## src/rtl/instr_cache_controller.sv

```systemverilog
// Instruction cache hit/miss and line-fill controller.
// Hits return data combinationally. A miss fills the aligned line from main memory and then replays the fetch.
module instr_cache_controller #(
    parameter int BLOCKWORDS = 4,
    parameter int TAGBITS    = 14
) (
    input  logic               clk,
    input  logic               reset,
    input  logic [31:0]        pcf,
    output logic [31:0]        instrf,
    output logic               stallf,
    output logic [31:0]        ca,
    input  logic               crv,
    input  logic [TAGBITS-1:0] crtag,
    input  logic [31:0]        crd,
    output logic               cwe,
    output logic [31:0]        cwd,
    output logic               mreq,
    output logic [31:0]        maddr,
    input  logic               mack,
    input  logic [31:0]        mrdata
);
    localparam int OFFB = $clog2(BLOCKWORDS);

    typedef enum logic [1:0] {
        READY = 2'd0,
        FETCH = 2'd1,
        DONE  = 2'd2
    } state_t;

    state_t          state_q, state_d;
    logic [31:0]     missaddr_q, missaddr_d;
    logic [OFFB-1:0] cnt_q, cnt_d;

    logic            hit_s;
    logic            last_s;
    logic [31:0]     fill_addr_s;
    logic [31:0]     instrf_s;
    logic            stallf_s;
    logic [31:0]     ca_s;
    logic            cwe_s;
    logic [31:0]     cwd_s;
    logic            mreq_s;
    logic [31:0]     maddr_s;

    assign hit_s       = crv && (crtag == pcf[31:32-TAGBITS]);
    assign last_s      = (cnt_q == OFFB'(BLOCKWORDS - 1));
    // The fill always walks the line from its base, whatever word missed.
    assign fill_addr_s = {missaddr_q[31:OFFB+2], cnt_q, 2'b00};

    // Next-state and output decode for the hit/fill sequencer
    always_comb begin
        state_d    = state_q;
        missaddr_d = missaddr_q;
        cnt_d      = cnt_q;
        instrf_s   = 32'h0000_0000;
        stallf_s   = 1'b1;
        ca_s       = pcf;
        cwe_s      = 1'b0;
        cwd_s      = 32'h0000_0000;
        mreq_s     = 1'b0;
        maddr_s    = 32'h0000_0000;
        case (state_q)
            READY: begin
                ca_s = pcf;
                if (hit_s) begin
                    instrf_s = crd;
                    stallf_s = 1'b0;
                end else begin
                    missaddr_d = pcf;
                    cnt_d      = '0;
                    state_d    = FETCH;
                end
            end
            FETCH: begin
                mreq_s  = 1'b1;
                maddr_s = fill_addr_s;
                ca_s    = fill_addr_s;
                cwd_s   = mrdata;
                cwe_s   = mack;
                if (mack) begin
                    if (last_s) begin
                        cnt_d   = '0;
                        state_d = DONE;
                    end else begin
                        cnt_d = cnt_q + OFFB'(1);
                    end
                end else begin
                    cnt_d = cnt_q;
                end
            end
            DONE: begin
                ca_s    = missaddr_q;
                state_d = READY;
            end
            default: begin
                state_d = READY;
            end
        endcase
    end

    // State, miss address and fill counter registers
    always_ff @(posedge clk or posedge reset) begin
        if (reset) begin
            state_q    <= READY;
            missaddr_q <= 32'h0000_0000;
            cnt_q      <= '0;
        end else begin
            state_q    <= state_d;
            missaddr_q <= missaddr_d;
            cnt_q      <= cnt_d;
        end
    end

    // Reset must kill an in-flight request and hold fetch stalled without waiting for a clock.
    assign stallf = reset ? 1'b1         : stallf_s;
    assign instrf = reset ? 32'h0000_0000 : instrf_s;
    assign ca     = reset ? pcf          : ca_s;
    assign cwe    = reset ? 1'b0         : cwe_s;
    assign cwd    = reset ? 32'h0000_0000 : cwd_s;
    assign mreq   = reset ? 1'b0         : mreq_s;
    assign maddr  = reset ? 32'h0000_0000 : maddr_s;

endmodule

```

## config.mk

```make
export PLATFORM = sky130hd
export DESIGN_NAME = instr_cache_controller
export DESIGN_NICKNAME = d
export VERILOG_FILES = /design/src/rtl/instr_cache_controller.sv
export SDC_FILE = /design/constraint.sdc
export NUM_CORES = 1
export LEC_CHECK = 0
export ABC_CLOCK_PERIOD_IN_PS = 3900
export BUFFER_PORTS_ARGS = -buffer_cell sky130_fd_sc_hd__clkbuf_2
export CORE_AREA = 2 2 96 98
export CTS_CLUSTER_DIAMETER = 80
export DETAILED_ROUTE_END_ITERATION = 10
export DIE_AREA = 0 0 98 100
export GPL_ROUTABILITY_DRIVEN = 0
export PLACE_DENSITY = 0.69
export REMOVE_ABC_BUFFERS = 1
export SLEW_MARGIN = 25
export SYNTH_ARGS = -nofsm -noshare
export SYNTH_HDL_FRONTEND = slang
export SYNTH_SLANG_ARGS = --single-unit
```

## constraint.sdc

```tcl
create_clock -name clk -period 3.9 [get_ports clk]
set_input_delay 0.78 -clock clk [delete_from_list [all_inputs] [get_ports clk]]
set_output_delay 0.78 -clock clk [all_outputs]
set_load 0.01 [all_outputs]
```

# After elaboration in Yosys (flattened, before gate mapping)
# Cells that the tools add are included.
# W data, S select, Z words.
[op_classes]
add_sub_neg = 1
n_mul = 0
n_div = 0
magnitude_cmp = 0
eq_ne = 7
shifts = 0
n_mux = 24
bitwise = 1
reduce_logical = 6
[op_table]
columns = ["cell", "count"]
rows = [
  ["$mux W32", 8],
  ["$pmux W32 S2", 1],
  ["$eq A14 B14 Y1", 1],
  ["$mux W2", 6],
  ["$pmux W2 S2", 2],
  ["$mux W1", 7],
  ["$ne A2 B2 Y1 const B", 3],
  ["$reduce_and A3 Y1", 2],
  ["$eq A2 B2 Y1 const B", 2],
  ["$add A2 B1 Y2 const B", 1],
  ["$eq A2 B1 Y1 const B", 1],
  ["$logic_not A2 Y1", 1],
  ["$reduce_and A2 Y1", 1],
  ["$reduce_bool A2 Y1", 1],
  ["$logic_and A1 B1 Y1", 1],
  ["$not A1 Y1", 1],
]
[totals]
register_bits = 36
latch_bits = 0
ramBits = 0
romBits = 0
input_bits = 114
output_inout_bits = 131
wordCells = 42
mem_count = 0

# Longest topological paths before layout
[depth]
ltp_word = 5
ltp_mapped = 7
depth_no_buf = 5

# Least setup slack after synthesis
# OpenSTA, ideal clock, no wires.
[synth_path]
path_type = "input-to-output"
startpoint = "input port reset"
endpoint = "output port ca[11]"
arrival_ns = 2.922
setup_slack_ns = 0.198
path_stages = 5
cell_sequence = "inv_1 nand2_1 nor2_1 clkbuf_1 a22o_1"
[synth_via]
elab_chain_len = 1
[synth_lines]
columns = ["element", "line_no", "source"]
rows = [
  ["start: declaration", "8", "input logic reset,"],
  ["$mux W32", "118", "assign ca = reset ? pcf : ca_s;"],
  ["end: declaration", "12", "output logic [31:0] ca,"],
]
# No other way between the ends.

# Final worst setup path
[layout_path]
startpoint = "input port pcf[29]"
endpoint = "output port instrf[8]"
[layout_via]
elab_chain_len = 5
[layout_lines]
columns = ["element", "line_no", "source"]
rows = [
  ["start: declaration", "9", "input logic [31:0] pcf,"],
  ["$eq A14 B14 Y1", "46", "assign hit_s = crv && (crtag == pcf[31:32-TAGBITS]);"],
  ["$logic_and A1 B1 Y1", "46", ""],
  ["$mux W32", "66", "if (hit_s) begin"],
  ["$mux W32", "63", "case (state_q)"],
  ["$mux W32", "117", "assign instrf = reset ? 32'h0000_0000 : instrf_s;"],
  ["end: declaration", "10", "output logic [31:0] instrf,"],
]
# No other way between the ends.

==> impl_metrics.yaml <==
hold_path:
  min_path_type: "reg2reg"
synthesis:
  syn_inst: 277
  ys_ff_latch: 36
  syn_area_um2: 2710
  synthArstFlopShare: 1.00
  synth.largest_area_cell: "dfrtp_1"
  yosysUniqueCellTypes: 28
  yosys-top-cells-area: "dfrtp_1 33%, and2_1 17%, mux2_2 13%"
  synth_ff_type: "dfrtp_1"
  synth_top_area_frac: 0.333
  synth_most_common_cell: "and2_1"
  syn-mean-instance-area_um2: 9.77
  ys_warn_count: 0
  yosysSeqAreaShare: 0.333
  synth_edf_count: 0
  synth_common_cells: "72 x and2_1, 36 x dfrtp_1, 32 x mux2_2"
sta:
  whs_ns: 0.499
  slew_headroom: 0.592
  hold_viol: 0
  fin_crit_sh: 0.891
  clock_skew_ns: 0.00586
  rsz0062_at_grt: "no"
  finalMaxSlewViolations: 0
  finalSetupTns_ns: 0
  setup_viol: 0
  fin_crit_ns: 3.47
  worst_slew_pin_slew_ns: 0.611
  fmax_ghz: 0.288
worst_setup_path:
  reg2reg_depth: 4
  cp.required_ns: 3.12
  start_kind: "input port"
  worstPathArrival_ns: 2.69
  r2r_slack_ns: 2.20
  crit_type: "in2out"
  reg2reg_to: "missaddr_q[0]$_DFFE_PP0P_"
  crit_fanout: 33
  crit_start: "pcf[29]"
  cp.depth: 8
  crit_top_cell: "clkbuf_2"
  worst_path_largest_cell_delay_ns: 0.58
  path_cells: "clkbuf_2 -> xnor2_1 -> nand4_1 -> or4_4 -> nor3_4 -> buf_4 -> and2_2 -> clkbuf_2"
  cp_num_buf_inv: 3
  critPathCaptureType: "output pin"
  crit_path_end: "instrf[8]"
  reg2reg_from: "state_q[0]$_DFFE_PP0P_"
  worst_path_max_delay_cell: "or4_4"
  crit_family: "simple AND/OR/NAND/NOR gates"
placed_design:
  portBuffers: 242
  hpwl_mm: 7.19
status:
  outcome: "finished, final reports clean"
routing:
  wl_per_cell_um: 14.4
  drt_first_iter_violations: 79
  route.met2.wl_mm: 4.33
  drtAntennaViolNets: 0
  highest_layer: "met4"
  met3_length_um: 706
  wl_met1_mm: 3.81
  post_drt_via_cell_ratio: 4.69
  drc_errors: 0
  firstDrtPassIters: 4
  vias: 2917
  drt-total-wl_mm: 8.96
cts:
  clkTransAtPathRegs_ns: 0.07
  cts.sinks: 36
  htreeDepth: 2
  cts_tree: "done"
  cts-root-buf: "clkbuf_8"
  postCtsSetupRepairBufs: 0
  cts_buffers: 5
  ctsHoldBuffers: 0
  post_cts_resize_count: 0
  cts_buffer_depth: 2
  clk_latency_ns: 0.28
power_and_ir_drop:
  seqPwrFrac: 0.306
  p_leak_nw: 2.24
  power_switching_mw: 0.949
  ir_worst_vdd_v: 0.000287
  p_per_area_nw_per_um2: 563
  comb_power_share: 0.585
  p_sw_frac: 0.413
  power_frac_clock: 0.109
  p_int_mw: 1.35
global_route:
  grt_overflow: 0
  grt_pass1_vias: 2808
  grt.total_usage: 0.179
  grt_antenna_before_repair: 0
  grt_pass1_wl_mm: 14.2
  grt_start_max_net_pins: 65
die:
  fp.dieH_um: 100
  die_area_um2: 9800
  rows: 35
  coreArea_um2: 8890
  start_util: 0.304
  pin_count: 245
  fp.dieW_um: 98
job:
  maxCapViolCount: 0
cells_and_area:
  fillers: 891
  diodes: 0
  drive_gt1_frac: 0.614
  nNetsFinal: 631
  area_growth_pct: 51.0
flip-flops by register name, summed over array words and instances, names as in the netlist:
signal      count
cnt_q           2
state_q         2
missaddr_q     32
per-stage QoR:
step	setup slack (ns)	std cells	total power, mW	area, um2	util
6_report	0.426	622	2.30	4080	0.459
5_1_grt	0.248	622	2.50	4080	0.459
4_1_cts	0.350	622	2.33	4080	0.459
3_5_place_dp	0.361	615	2.07	4010	0.451
3_3_place_gp	0.403	615	2.05	4010	0.451
2_1_floorplan	-0.675	257	1.53	2600	-
layout by cell type (no fill, tap or decap), drive strengths merged, types with 2 or more instances in the layout:
cell,netlist,final
nand2,9,9
ha,6,6
conb,1,2
a22oi,3,3
xnor2,14,14
and2,95,95
dfrtp,36,36
buf,5,5
mux2,34,34
nand4,3,3
clkbuf,16,248
inv,5,5
o21ai,7,7
nor2,3,3
nand3,5,5
nor2b,2,2
a22o,28,28
per-layer routing:
| metal | track usage | vias to the layer above |
|---|---|---|
| met5 | 0 | - |
| met2 | 0.310 | 148 |
| met1 | 0.229 | 1353 |
| li1 | - | 1406 |
| met3 | 0.0355 | 10 |
| met4 | 0.0470 | 0 |
logic make-up after synthesis:
| logic type | synth area share |
|---|---|
| AND/OR/NAND/NOR | 0.287 |
| other | 0.00139 |
| AO/OA/AOI/OAI | 0.116 |
| buffers and inverters | 0.0486 |
| flip-flops | 0.333 |
| adder cells (fa/ha/maj) | 0.0278 |
| XOR/XNOR | 0.0453 |
| multiplexers | 0.142 |
power groups by stage:
stage / clock (mW) / combinational [mW] / sequential (mW)
floorplan: 0 / 0.864 / 0.662
finish: 0.250 / 1.34 / 0.704
detailed placement: 0 / 1.37 / 0.707
CTS: 0.261 / 1.37 / 0.705
global placement: 0 / 1.35 / 0.699
global route: 0.278 / 1.48 / 0.739
area by class of cell:
type,count,area [um2],area share
Multi-Input combinational cell,216,1690,0.413
Timing Repair Buffer,247,1260,0.309
Sequential cell,36,901,0.221
Tap cell,111,139,0.0340
Clock buffer,6,72.6,0.0178
Inverter,5,18.8,0.00460
Clock inverter,1,5.00,0.00123
worst min-delay path by stage:
stage          slack, ns                   endpoint                      start  depth (start not counted)
6_report            0.50  missaddr_q[1]$_DFFE_PP0P_  missaddr_q[1]$_DFFE_PP0P_                          1
4_1_cts             0.50  missaddr_q[1]$_DFFE_PP0P_  missaddr_q[1]$_DFFE_PP0P_                          1
5_1_grt             0.52  missaddr_q[2]$_DFFE_PP0P_  missaddr_q[2]$_DFFE_PP0P_                          1
2_1_floorplan       0.46  missaddr_q[0]$_DFFE_PP0P_  missaddr_q[0]$_DFFE_PP0P_                          1
3_3_place_gp        0.48  missaddr_q[0]$_DFFE_PP0P_  missaddr_q[0]$_DFFE_PP0P_                          1
3_5_place_dp        0.49  missaddr_q[1]$_DFFE_PP0P_  missaddr_q[1]$_DFFE_PP0P_                          1
No activity file was read; power rests on OpenSTA's default activity.
